File: src/rtl/rgb_image_pkg.sv
// Shared types and constants for the RGB frame streamer: FSM states, pixel
// field layout, marker bit positions and the test-pattern ROM helper.
`default_nettype none

package rgb_image_pkg;

  typedef enum logic [1:0] {
    ST_IDLE  = 2'd0,
    ST_RUN   = 2'd1,
    ST_FLUSH = 2'd2
  } state_e;

  localparam int MAX_SCALE_SHIFT = 3;

  // Marker bits travel above the pixel field in each buffer word.
  localparam int MARKER_BITS = 4;
  localparam int MK_EOL      = 0;
  localparam int MK_SOL      = 1;
  localparam int MK_EOF      = 2;
  localparam int MK_SOF      = 3;

  function automatic int pixel_bits(input int channels, input int channel_bits);
    return channels * channel_bits;
  endfunction

  // Channel 0 (red) sits in the LSBs.
  function automatic int chan_lsb(input int ch, input int channel_bits);
    return ch * channel_bits;
  endfunction

  function automatic logic [31:0] rom_channel(input logic [31:0] addr, input int ch,
                                              input logic [7:0] seed);
    return (addr >> (4 * ch)) ^ (32'h5A * 32'(ch + 1)) ^ {24'd0, seed};
  endfunction

endpackage

`default_nettype wire

File: src/rtl/rgb_image_rom.sv
// Synchronous image ROM, one-cycle read latency. Behavioural stand-in that
// serves an address-derived test pattern keyed by INIT_FILE.
`default_nettype none

module rgb_image_rom
  import rgb_image_pkg::*;
#(
  parameter string INIT_FILE     = "kodim23.mif",
  parameter int    ADDRESS_WIDTH = 14,
  parameter int    CHANNELS      = 3,
  parameter int    CHANNEL_BITS  = 8
) (
  input  logic                             clk,
  input  logic [ADDRESS_WIDTH-1:0]         addr_i,
  output logic [CHANNELS*CHANNEL_BITS-1:0] data_o
);

  localparam int        PIX_W  = pixel_bits(CHANNELS, CHANNEL_BITS);
  localparam logic [7:0] C_SEED = (INIT_FILE == "") ? 8'h00 : 8'hA5;

  logic [PIX_W-1:0] word_d;
  logic [PIX_W-1:0] data_q;

  always_comb begin
    word_d = '0;
    for (int c = 0; c < CHANNELS; c++) begin
      word_d[chan_lsb(c, CHANNEL_BITS) +: CHANNEL_BITS] =
          CHANNEL_BITS'(rom_channel(32'(addr_i), c, C_SEED));
    end
  end

  always_ff @(posedge clk) begin
    data_q <= word_d;
  end

  assign data_o = data_q;

endmodule

`default_nettype wire

File: src/rtl/rgb_pixel_skid.sv
// Two-entry data+marker buffer with valid/ready output; exposes its
// occupancy so the issue logic never overfills it.
`default_nettype none

module rgb_pixel_skid #(
  parameter int WIDTH = 28
) (
  input  logic             clk,
  input  logic             rst,
  input  logic             in_valid_i,
  input  logic [WIDTH-1:0] in_data_i,
  input  logic             out_ready_i,
  output logic             out_valid_o,
  output logic [WIDTH-1:0] out_data_o,
  output logic [1:0]       count_o
);

  logic [WIDTH-1:0] head_q;
  logic [WIDTH-1:0] tail_q;
  logic [1:0]       count_q;
  logic             pop;

  assign out_valid_o = (count_q != 2'd0);
  assign pop         = out_valid_o & out_ready_i;
  assign out_data_o  = head_q;
  assign count_o     = count_q;

  // head_q is the presented beat; it only changes on a pop or an empty fill,
  // which keeps the output stable across stalls.
  always_ff @(posedge clk or posedge rst) begin
    if (rst) begin
      head_q  <= '0;
      tail_q  <= '0;
      count_q <= 2'd0;
    end else begin
      case (count_q)
        2'd0: begin
          if (in_valid_i) begin
            head_q  <= in_data_i;
            count_q <= 2'd1;
          end
        end
        2'd1: begin
          if (in_valid_i && pop) begin
            head_q <= in_data_i;
          end else if (in_valid_i) begin
            tail_q  <= in_data_i;
            count_q <= 2'd2;
          end else if (pop) begin
            count_q <= 2'd0;
          end
        end
        2'd2: begin
          if (pop) begin
            head_q <= tail_q;
            if (in_valid_i) begin
              tail_q <= in_data_i;
            end else begin
              count_q <= 2'd1;
            end
          end
        end
        default: count_q <= 2'd0;
      endcase
    end
  end

endmodule

`default_nettype wire

File: src/rtl/rgb_frame_streamer.sv
// Streams the stored image out of the ROM in raster order with power-of-two
// upscaling, frame/line markers and valid/ready flow control.
`default_nettype none

module rgb_frame_streamer
  import rgb_image_pkg::*;
#(
  parameter string INIT_FILE     = "kodim23.mif",
  parameter int    IMAGE_WIDTH   = 116,
  parameter int    IMAGE_HEIGHT  = 78,
  parameter int    ADDRESS_WIDTH = 14,
  parameter int    CHANNELS      = 3,
  parameter int    CHANNEL_BITS  = 8,
  parameter int    COLUMN_MAJOR  = 1
) (
  input  logic                             clk,
  input  logic                             rst,
  input  logic                             start,
  input  logic [1:0]                       scale_shift,
  output logic                             busy,
  output logic                             out_valid,
  input  logic                             out_ready,
  output logic [CHANNELS*CHANNEL_BITS-1:0] out_pixel,
  output logic                             out_sof,
  output logic                             out_eof,
  output logic                             out_sol,
  output logic                             out_eol,
  output logic                             frame_done
);

  localparam int PIX_W = pixel_bits(CHANNELS, CHANNEL_BITS);
  localparam int BUF_W = PIX_W + MARKER_BITS;
  localparam int OX_W  = $clog2(IMAGE_WIDTH << MAX_SCALE_SHIFT);
  localparam int OY_W  = $clog2(IMAGE_HEIGHT << MAX_SCALE_SHIFT);

  if (IMAGE_WIDTH * IMAGE_HEIGHT > (1 << ADDRESS_WIDTH)) begin : g_size_check
    $error("rgb_frame_streamer: image does not fit in ADDRESS_WIDTH");
  end

  state_e                   state_q;
  logic                     busy_q;
  logic                     done_q;
  logic [1:0]               shift_q;
  logic [OX_W-1:0]          ox_q;
  logic [OY_W-1:0]          oy_q;
  logic                     rom_vld_q;
  logic [MARKER_BITS-1:0]   mk_q;

  logic [31:0]              ow_last;
  logic [31:0]              oh_last;
  logic [31:0]              sx;
  logic [31:0]              sy;
  logic                     at_eol;
  logic                     at_last_row;
  logic                     pop;
  logic                     issue;
  logic [2:0]               pending;
  logic [1:0]               occ;
  logic [ADDRESS_WIDTH-1:0] rom_addr;
  logic [PIX_W-1:0]         rom_data;
  logic [MARKER_BITS-1:0]   mk_d;
  logic [BUF_W-1:0]         buf_out;

  assign ow_last     = (32'(IMAGE_WIDTH) << shift_q) - 32'd1;
  assign oh_last     = (32'(IMAGE_HEIGHT) << shift_q) - 32'd1;
  assign at_eol      = (32'(ox_q) == ow_last);
  assign at_last_row = (32'(oy_q) == oh_last);
  assign sx          = 32'(ox_q) >> shift_q;
  assign sy          = 32'(oy_q) >> shift_q;

  assign rom_addr = (COLUMN_MAJOR != 0)
                  ? ADDRESS_WIDTH'(sx * 32'(IMAGE_HEIGHT) + sy)
                  : ADDRESS_WIDTH'(sy * 32'(IMAGE_WIDTH) + sx);

  always_comb begin
    mk_d         = '0;
    mk_d[MK_SOF] = (ox_q == '0) && (oy_q == '0);
    mk_d[MK_EOF] = at_eol && at_last_row;
    mk_d[MK_SOL] = (ox_q == '0);
    mk_d[MK_EOL] = at_eol;
  end

  // The beat leaving this edge frees its slot, so it is credited back to
  // sustain one read per cycle while the consumer keeps up.
  assign pop     = out_valid & out_ready;
  assign pending = {1'b0, occ} + {2'b00, rom_vld_q} - {2'b00, pop};
  assign issue   = (state_q == ST_RUN) && (pending < 3'd2);

  always_ff @(posedge clk or posedge rst) begin
    if (rst) begin
      state_q   <= ST_IDLE;
      busy_q    <= 1'b0;
      done_q    <= 1'b0;
      shift_q   <= 2'd0;
      ox_q      <= '0;
      oy_q      <= '0;
      rom_vld_q <= 1'b0;
      mk_q      <= '0;
    end else begin
      done_q    <= 1'b0;
      rom_vld_q <= issue;
      if (issue) begin
        mk_q <= mk_d;
      end
      case (state_q)
        ST_IDLE: begin
          if (start) begin
            shift_q <= scale_shift;
            ox_q    <= '0;
            oy_q    <= '0;
            busy_q  <= 1'b1;
            state_q <= ST_RUN;
          end
        end
        ST_RUN: begin
          if (issue) begin
            if (at_eol) begin
              ox_q <= '0;
              if (at_last_row) begin
                state_q <= ST_FLUSH;
              end else begin
                oy_q <= oy_q + OY_W'(1);
              end
            end else begin
              ox_q <= ox_q + OX_W'(1);
            end
          end
        end
        ST_FLUSH: begin
          if (!rom_vld_q && (occ == {1'b0, pop})) begin
            busy_q  <= 1'b0;
            done_q  <= 1'b1;
            state_q <= ST_IDLE;
          end
        end
        default: state_q <= ST_IDLE;
      endcase
    end
  end

  rgb_image_rom #(
    .INIT_FILE    (INIT_FILE),
    .ADDRESS_WIDTH(ADDRESS_WIDTH),
    .CHANNELS     (CHANNELS),
    .CHANNEL_BITS (CHANNEL_BITS)
  ) u_rom (
    .clk   (clk),
    .addr_i(rom_addr),
    .data_o(rom_data)
  );

  rgb_pixel_skid #(
    .WIDTH(BUF_W)
  ) u_skid (
    .clk        (clk),
    .rst        (rst),
    .in_valid_i (rom_vld_q),
    .in_data_i  ({mk_q, rom_data}),
    .out_ready_i(out_ready),
    .out_valid_o(out_valid),
    .out_data_o (buf_out),
    .count_o    (occ)
  );

  assign out_pixel  = buf_out[PIX_W-1:0];
  assign out_sof    = buf_out[PIX_W + MK_SOF];
  assign out_eof    = buf_out[PIX_W + MK_EOF];
  assign out_sol    = buf_out[PIX_W + MK_SOL];
  assign out_eol    = buf_out[PIX_W + MK_EOL];
  assign busy       = busy_q;
  assign frame_done = done_q;

endmodule

`default_nettype wire

File: config.mk
export PLATFORM = sky130hd
export DESIGN_NAME = rgb_frame_streamer
export DESIGN_NICKNAME = d
export VERILOG_FILES = /design/src/rtl/rgb_image_pkg.sv /design/src/rtl/rgb_image_rom.sv /design/src/rtl/rgb_pixel_skid.sv /design/src/rtl/rgb_frame_streamer.sv
export SDC_FILE = /design/constraint.sdc
export NUM_CORES = 1
export LEC_CHECK = 0
export ABC_AREA = 1
export CAP_MARGIN = 20
export CORE_ASPECT_RATIO = 1.75
export CORE_MARGIN = 3
export CORE_UTILIZATION = 42
export DETAILED_ROUTE_END_ITERATION = 6
export GPL_ROUTABILITY_DRIVEN = 0
export SKIP_CTS_REPAIR_TIMING = 1
export SLEW_MARGIN = 30
export SYNTH_ARGS = -nofsm -noshare
export SYNTH_HDL_FRONTEND = slang
export SYNTH_SLANG_ARGS = --single-unit
File: constraint.sdc
create_clock -name clk -period 4.64 [get_ports clk]
set_clock_uncertainty 0.1 [all_clocks]
set_input_delay 0.928 -clock clk [delete_from_list [all_inputs] [get_ports clk]]
set_output_delay 0.928 -clock clk [all_outputs]
set_load 0.01 [all_outputs]
# Word-level counts from Yosys, hierarchy flattened
# Cells that the tools add are included.
# W data, S select, Z words.
[word_totals] regBits=112 word_cells=108
[classes] n_lt_le_gt_ge=1 n_eq_ne=19 n_reduce_logical=23 mul=1 n_addsub=7 n_shift=4 n_bitwise=7 n_mux=34
[op_table] cell="$mux W28" n=6
[op_table] cell="$pmux W28 S3" n=1
[op_table] cell="$eq A10 B32 Y1" n=2
[op_table] cell="$shl A7 B2 Y32 const A" n=2
[op_table] cell="$sub A32 B1 Y32 const B" n=2
[op_table] cell="$mux W10" n=6
[op_table] cell="$pmux W28 S2" n=1
[op_table] cell="$pmux W10 S2" n=2
[op_table] cell="$mul A32 B6 Y13 const B" n=1
[op_table] cell="$shr A10 B2 Y32" n=1
[op_table] cell="$mux W2" n=11
[op_table] cell="$add A10 B1 Y10 const B" n=2
[op_table] cell="$logic_not A10 Y1" n=2
[op_table] cell="$ne A2 B2 Y1 const B" n=10
[op_table] cell="$not A4 Y4" n=4
[op_table] cell="$reduce_and A5 Y1" n=3
[op_table] cell="$add A14 B14 Y14" n=1
[op_table] cell="$shr A10 B2 Y14" n=1
[op_table] cell="$pmux W2 S3" n=2
[op_table] cell="$reduce_and A3 Y1" n=3
[op_table] cell="$reduce_bool A2 Y1" n=4
[op_table] cell="$logic_and A1 B1 Y1" n=5
[op_table] cell="$eq A2 B1 Y1 const B" n=2
[op_table] cell="$eq A2 B2 Y1 const B" n=2
[op_table] cell="other kinds (16)" n=20

# Logic depth before layout (Yosys ltp)
# Gate-level depths: netlist (run 1).
[depth] depth_word=7 mapped_depth=28 depth_no_buf=27

# Hierarchy
# From an unflattened synthesis (run 1), not the netlist that was laid out.
[hier_totals] cells_unflattened=1042 hier_area_um2=7453.4
[by_module_without_submodules] module="rgb_frame_streamer" cells_per_inst=646 seq_area_each_um2=775.7 n_inst=1 area_each_um2=4155.2
[by_module_without_submodules] module="rgb_pixel_skid" cells_per_inst=358 seq_area_each_um2=1451.4 n_inst=1 area_each_um2=2827.7
[by_module_without_submodules] module="rgb_image_rom" cells_per_inst=38 seq_area_each_um2=380.4 n_inst=1 area_each_um2=470.5

# Worst setup path before layout (run 1)
# Ideal clock, no wire load.
[synth_timing] path_kind="register -> register" start="register shift_q[0]" end="register u_rom.data_q[19], in the netlist u_rom.data_o[19]" period_less_slack_ns=4.601 required_ns=4.424 arrival_time_ns=4.385 slack_ns=0.039 stages_incl_launch_ff=26 cell_sequence="dfrtp_1 buf_2 buf_2 nand2_1 o21ai_0 o21ai_0 inv_1 fa_1 ha_1 fa_1 ha_1 nand2_1 inv_1 nand2_1 nand3_1 xor2_1 ha_1 nand2_1 inv_1 a21oi_1 nand2_1 nand2_1 nand2_1 nand2_1 xor2_1 inv_1"
[synth_between] elab_chain_len=4
[synth_rtl] item="start: declaration" line="rgb_frame_streamer.sv:43" text="logic [1:0] shift_q;"
[synth_rtl] item="start signal: assignment" line="rgb_frame_streamer.sv:108" text="shift_q <= scale_shift;"
[synth_rtl] item="$shr A10 B2 Y32" line="rgb_frame_streamer.sv:68" text="assign sx = 32'(ox_q) >> shift_q;"
[synth_rtl] item="$mul A32 B6 Y13" line="rgb_frame_streamer.sv:72" text="? ADDRESS_WIDTH'(sx * 32'(IMAGE_HEIGHT) + sy)"
[synth_rtl] item="$add A14 B14 Y14 *" line="rgb_frame_streamer.sv:72"
[synth_rtl] item="via rom_addr[11]" line="rgb_frame_streamer.sv:59" text="logic [ADDRESS_WIDTH-1:0] rom_addr;"
[synth_rtl] item="$not A3 Y3 (no line) *"
[synth_rtl] item="via u_rom.word_d[19]" line="rgb_image_rom.sv:21" text="logic [PIX_W-1:0] word_d;"
[synth_rtl] item="end signal: assignment" line="rgb_image_rom.sv:33" text="data_q <= word_d;"
[synth_rtl] item="end: declaration" line="rgb_image_rom.sv:22" text="logic [PIX_W-1:0] data_q;"
# Mark *: on every way through the listed nets, which the timed path passes. The rest lies on a longest branch.
# A chain may end at the register's enable or synchronous reset.

# Worst setup path after layout (run 1)
# Same ends and word-level chain as after synthesis.

==> results of run 1 <==
[final timing paths]
path                       slack (ns)  cells past startpoint                       endpoint
max in group asynchronous        2.99                      3         shift_q[0]$_DFFE_PP0P_
setup reg to reg                 0.31                     24       u_rom.data_o[19]$_DFF_P_
hold reg to reg                  0.34                      2   u_skid.tail_q[5]$_DFFE_PP0P_
min in group asynchronous        0.86                      2  u_skid.tail_q[18]$_DFFE_PP0P_
hold / removal                   0.34                      2   u_skid.tail_q[5]$_DFFE_PP0P_
setup / recovery                 0.31                     24       u_rom.data_o[19]$_DFF_P_
[through the flow]
step           setup WS, ns  hold slack, ns  setup TNS (ns)  std cells  utilization (%)
5_1_grt             -0.0141           0.354         -0.0141       1128             49.5
2_1_floorplan        0.0388           0.322               0        905                -
4_1_cts               0.107           0.351               0       1126             49.1
3_5_place_dp          0.132           0.339               0       1110             47.2
3_3_place_gp          0.203           0.337               0       1108             46.9
6_report              0.313           0.344               0       1128             49.5
[tightest hold or removal path: stages, from the launching register on]
cell and delay, ns:
dfxtp_1 0.31, inv_1 0.05, o21ai_1 0.06
[flip-flops by register name, indices dropped and copies added (netlist names)]
name,flops
mk_q,4
u_skid.tail_q,24
shift_q,2
oy_q,10
state_q,2
u_rom.data_o,19
busy,1
ox_q,10
rom_vld_q,1
u_skid.count_o,2
frame_done,1
u_skid.out_data_o,24
[kinds of logic after synthesis]
logic type / Yosys count
DFF: 100
and+or+nand+nor: 409
AOI/OAI and AO/OA: 123
adders and majority gates: 61
buffers and inverters: 181
xor gates and xnor gates: 30
other: 1
[routing by layer]
metal | global-route usage, % | up-vias | wire length [µm]
met1 | 19.9 | 2557 | 6150
met3 | 2.34 | 12 | 223
met4 | 6.84 | 0 | 242
met2 | 33.3 | 61 | 8470
li1 | - | 2914 | -
met5 | 0 | - | 0
[power by group]
part	switching [mW]	leakage, nW	total, mW	internal (mW)
sequential	0.204	1.13	1.41	1.20
combinational	1.66	2.71	2.87	1.21
clock	0.362	0.137	0.739	0.376
[placed cells by master, fill, tap and decap left out, drive strengths merged, types with 2 or more instances in the layout]
cell,instances
a21oi,23
nand2,249
o22ai,5
nor2,74
nand4,10
or2,2
and3,3
fa,16
o21ai,60
o211ai,2
clkbuf,10
inv,141
buf,28
dfxtp,19
dfrtp,81
a21o,2
clkdlybuf4s50,35
nor3,10
ha,45
a31oi,26
clkinv,3
nand3,54
xnor2,7
nand3b,3
nor4,2
o21a,3
xor2,23
[area by class of cell]
| type | count | area (µm²) |
|---|---|---|
| clock buffer | 10 | 229 |
| multi-input combinational | 624 | 3620 |
| inverter | 139 | 529 |
| timing repair buffer | 63 | 613 |
| fill | 1579 | 7850 |
| tap | 186 | 233 |
| clock inverter | 6 | 56.3 |
| sequential | 100 | 2410 |
==> results.txt, run 1 <==
----------------------------------------------------
[Outcome]
  Outcome ... finished, final reports clean

[Clock network]
  Deepest level of the CTS H-tree ... 3
  TritonCTS clock tree ... done
  Clock Sink Count ... 100
  Clock transition at path regs ... ~0.08 ns
  CTS root buf ... clkbuf_16
  Clk Latency, worst-skew pair ... around 0.34 ns
  Maximum buffer depth of the clock tree ... 2
  Num CTS Buffers ... 9

[Route]
  Final routed DRC violation total ... 0
  Violation count after the first detailed-route iteration ... 287
  Vias ... 5544
  Antenna-violating nets left ... 0
  Length of the first detailed-routing pass in iterations ... 4
  Detailed-route wire length ... approximately 15 mm
  Number of vias per cell after detailed routing ... slightly below 5
  Wire length per cell ... around 13 µm

[Cells and area]
  Signed area change from the synthesized netlist to the final layout ... 13.8%
  Total non-filler cell area in the finished layout ... 7690 µm²
  Inserted Diodes ... 0
  Fraction of layout instances using a drive strength above 1 ... around 8.6%
  Fin nets ... roughly 1000

[Critical path]
  Critical register-to-register path startpoint ... shift_q[0]$_DFFE_PP0P_
  CP cell instances ... buf_4 -> nand2_1 -> o21ai_2 -> nand2_1 -> o21ai_0 -> buf_4 -> fa_1 -> inv_1 -> ha_1 -> ha_1 -> fa_1 -> nand2_1 -> nand3_1 -> xor2_1 -> ha_1 -> nand2_1 -> inv_1 -> a21oi_1 -> nand2_1 -> nand2_1 -> nand2_1 -> nand2_1 -> xor2_1 -> inv_1
  Maximum fanout along the worst path ... 8
  Type of the worst setup path ... register to register
  Delay of the slowest cell on the worst path ... 0.52 ns
  Endpoint kind of the worst setup timing path ... register
  Arrival time at the worst endpoint ... between 4 and 5 ns
  Critical path buffer and inverter count ... 5
  CP max-delay cell ... fa_1
  Most frequent cell on the critical path ... nand2_1
  CP startpoint ... shift_q[0]$_DFFE_PP0P_
  CP delay by family, top ... adder cells
  Required @ worst endpoint ... 4.78 ns
  Crit path launch type ... register

[Logic synthesis]
  Dominant cells by area after synthesis ... dfrtp_1 (30%), nand2_1 (14%), ha_1 (8.3%)
  Synth Area per Inst ... between 7 and 8 µm²
  Count of flip-flops with a built-in enable after synthesis ... 0
  Proportion of synthesized chip area in sequential cells ... approximately 36%
  Share of synthesized area spent on multiplexers ... 0%
  FF+latch count, synth ... 100
  Asr flop ratio synth ... between 80% and 90%
  Number of distinct library cells after synthesis ... 43
  Synthesized-area fraction occupied by and/or/nand/nor cells ... about a quarter
  Instance count of the mapped netlist ... roughly 900
  Most repeated cell in the gate-level netlist after synthesis ... nand2_1
  Area fraction in compound gates after synthesis ... between 10% and 20%
  Post-Synthesis Net Count ... ~1000
  Xor/xnor share of the synthesized area ... roughly 3.9%
  Warnings, synthesis ... 0
  Dominant combinational cell family by area after synthesis ... simple AND/OR/NAND/NOR gates
  Adder-Cell Fraction of Synth Area ... about an eighth
  Post-synth top area cell ... dfrtp_1
  Post-synthesis cell area ... between 6000 and 7000 µm²
  Top-area cell type share of the netlist area ... between 20% and 30%
  Commonest cells post-synth ... nand2_1 (244), inv_1 (133), dfrtp_1 (81)
  Flip-flop cell with the highest count after synthesis ... dfrtp_1

[Timing]
  Highest clock frequency the design can meet ... 0.231 GHz
  Worst-case headroom to the max-slew limit ... between 50 and 60%
  # setup viols final ... 0
  Final worst path period share ... between 90% and 100%
  Final-report hold violation count ... 0
  Time the worst path needs with I/O delays and setup ... 4.33 ns
  Number of max-slew violations in the final report ... 0
  Transition at the pin with the smallest max-transition slack ... 0.734 ns

[Power]
  Leakage power ... between 3 and 4 nW
  PD cells ... roughly 650 nW/µm²
  Peak VDD IR ... ~0.26 mV
  Overall Power ... around 5.0 mW

[Global route]
  Largest net degree at the start of global routing ... 54
  Number of global-route vias before repair ... about 5400
  Wire length of the first global-routing pass ... ~25 mm
  Global route overflow ... 0
  Global router's overall resource usage ... between 10% and 20%
  Antenna violations before repair ... 0

[Hold path]
  Hold wc startpoint ... u_rom.data_o[5]$_DFF_P_
  Min-delay worst type ... register to register

[Placement]
  Count of buffers inserted at the top-level ports ... 35
  Standard cell area after detailed placement ... around 7300 µm²
  Post-detail-place hpwl ... approximately 12 mm

[Floorplanning]
  Initial cell density of the core ... ~43%
  Standard cell core area ... 15500 µm²
  Ports ... 37
  Die height ... between 150 and 200 µm
  Full die area ... ~18000 µm²
  Die boundary width ... 102 µm
  Floorplan row count ... 60

[Job]
  Maximum capacitance violations ... 0

----------------------------------------------------
Power figures use the tool's default switching activity.
==> inputs of run 2 (changes only) <==
==> constraint.sdc (replaced) <==
create_clock -name clk -period 4.64 [get_ports clk]
set_clock_uncertainty 0.1 [all_clocks]
set_input_delay 1.16 -clock clk [delete_from_list [all_inputs] [get_ports clk]]
set_output_delay 1.16 -clock clk [all_outputs]
set_load 0.01 [all_outputs]
==> run 2 against run 1 <==
Effect of this change:
- total power shrank 1.2%
- via count increased by 2.2%
- routed wire length fell by 0.29%
- clock power is 1% lower
- hold slack better by 0.0069 ns
- die area unchanged
- flip-flop and latch count stayed put
- largest cell class unchanged
- combinational power decreased by 1%
- design area shrank 0.98%
==> results.txt, run 2 (same netlist as run 1, synthesis figures left out) <==
----------------------------------------------------
[Placement]
  Standard cell area after detailed placement ... approximately 7300 µm²
  Dpl ws ... around 0.11 ns
  Post-detail-place hpwl ... between 10 and 15 mm
  Count of buffers inserted at the top-level ports ... 35
  Number of placed cells counting well taps ... 1110

[Cells and area]
  Total non-filler cell area in the finished layout ... between 7000 and 8000 µm²
  Fillers ... 1594
  Non-filler instance count after layout ... 1127
  Fraction of layout instances using a drive strength above 1 ... about 7.4%
  Commonest non-fill, non-tap cell in the layout ... nand2_1
  Signed area change from the synthesized netlist to the final layout ... 12.6%
  Multi-input logic area ... around 3600 µm²
  Final Core Density ... about half
  Top library cells by usage in the layout, fill and taps aside ... nand2_1 (244), inv_1 (131), dfrtp_1 (80)
  Sequential standard cell area ... between 2000 and 2500 µm²
  Inserted Diodes ... 0
  Fin nets ... roughly 1000

[Power]
  Overall Power ... between 4 and 5 mW
  PD cells ... around 650 nW/µm²
  Peak VDD IR ... roughly 0.26 mV
  Leakage power ... around 3.9 nW

[Clock network]
  CTS root buf ... clkbuf_16
  Clock Sink Count ... 100
  Deepest level of the CTS H-tree ... 3
  TritonCTS clock tree ... done
  Maximum buffer depth of the clock tree ... 2
  Clock transition at path regs ... 0.07 ns
  Num CTS Buffers ... 9
  Clk Latency, worst-skew pair ... ~0.34 ns

[Hold path]
  Min-delay worst type ... register to register

[Global route]
  Global route overflow ... 0
  Wire length of the first global-routing pass ... 25.2 mm
  Antenna violations before repair ... 0
  Largest net degree at the start of global routing ... slightly above 80
  Number of global-route vias before repair ... between 5000 and 6000
  Global router's overall resource usage ... approximately 18%

[Critical path]
  Type of the worst setup path ... register to register
  Maximum fanout along the worst path ... 10
  Crit path launch type ... register
  Endpoint kind of the worst setup timing path ... register
  Required @ worst endpoint ... between 4 and 5 ns
  Arrival time at the worst endpoint ... around 4.6 ns

[Job]
  Maximum capacitance violations ... 0

[Floorplanning]
  Standard cell core area ... approximately 16000 µm²
  Ports ... 37
  Full die area ... 17700 µm²
  Die boundary width ... 102 µm
  Initial cell density of the core ... between 40% and 50%
  Die height ... ~170 µm
  Floorplan row count ... 60

[Timing]
  Highest clock frequency the design can meet ... around 0.23 GHz
  Time the worst path needs with I/O delays and setup ... between 4 and 5 ns
  Worst-case headroom to the max-slew limit ... 51.0%
  Worst hold margin ... approximately 0.35 ns
  Final worst-path setup slack ... 0.226 ns
  Final total negative setup slack ... 0 ns
  Number of max-slew violations in the final report ... 0
  # setup viols final ... 0
  Final-report hold violation count ... 0
  Transition at the pin with the smallest max-transition slack ... 0.735 ns
  Final worst path period share ... between 90% and 100%

[Route]
  Vias ... 5668
  Length of the first detailed-routing pass in iterations ... 5
  Number of vias per cell after detailed routing ... 5.03
  Detailed-route wire length ... about 15 mm
  Wire length per cell ... between 10 and 15 µm
  Final routed DRC violation total ... 0
  Violation count after the first detailed-route iteration ... 309
  Antenna-violating nets left ... 0

[Outcome]
  Outcome ... finished, final reports clean

----------------------------------------------------
run 2: power by group:
group / switching (mW) / leakage, nW / internal [mW]
clock network: 0.352 / 0.140 / 0.376
registers: 0.189 / 1.13 / 1.20
logic: 1.66 / 2.68 / 1.17
run 2: cell type report:
| cell class | count | share of cell area (%) |
|---|---|---|
| Clock inverter | 6 | 0.723 |
| Clock buffer | 10 | 3.01 |
| Timing Repair Buffer | 62 | 7.43 |
| Tap cell | 186 | 3.06 |
| Inverter | 139 | 6.90 |
| Multi-Input combinational cell | 624 | 47.2 |
| Sequential cell | 100 | 31.6 |
run 2: critical path: stages, from the launching register on:
cell and delay, ns:
dfrtp_2 0.46, buf_4 0.18, inv_2 0.05, nand2_1 0.07, a31oi_1 0.25, fa_1 0.46
ha_1 0.32, fa_1 0.59, ha_4 0.23, nand2_1 0.06, inv_1 0.05, nand2_1 0.05
nand3_1 0.10, xor2_1 0.17, ha_1 0.35, nand2_1 0.10, inv_1 0.04, a21oi_1 0.14
nand2_1 0.08, nand2_1 0.07, nand2_1 0.07, nand2_1 0.09, xor2_1 0.17, inv_1 0.05
run 2: path summary, 6_finish.rpt:
| path | slack (ns) | depth (start not counted) | from | endpoint |
|---|---|---|---|---|
| min reg2reg | 0.35 | 2 | u_rom.data_o[1]$_DFF_P_ | u_skid.tail_q[1]$_DFFE_PP0P_ |
| min in group asynchronous | 1.11 | 3 | rst | u_skid.tail_q[18]$_DFFE_PP0P_ |
| max reg2reg | 0.23 | 23 | shift_q[0]$_DFFE_PP0P_ | u_rom.data_o[19]$_DFF_P_ |
| max in group asynchronous | 2.94 | 3 | rst | shift_q[0]$_DFFE_PP0P_ |
| min | 0.35 | 2 | u_rom.data_o[1]$_DFF_P_ | u_skid.tail_q[1]$_DFFE_PP0P_ |
| max | 0.23 | 23 | shift_q[0]$_DFFE_PP0P_ | u_rom.data_o[19]$_DFF_P_ |
run 2: layer usage:
metal  part of all wire, %  global-route usage [%]
met5                     0                       0
met4                   4.1                    8.43
met3                   2.1                    2.01
met2                    55                    32.9
met1                    39                    19.1
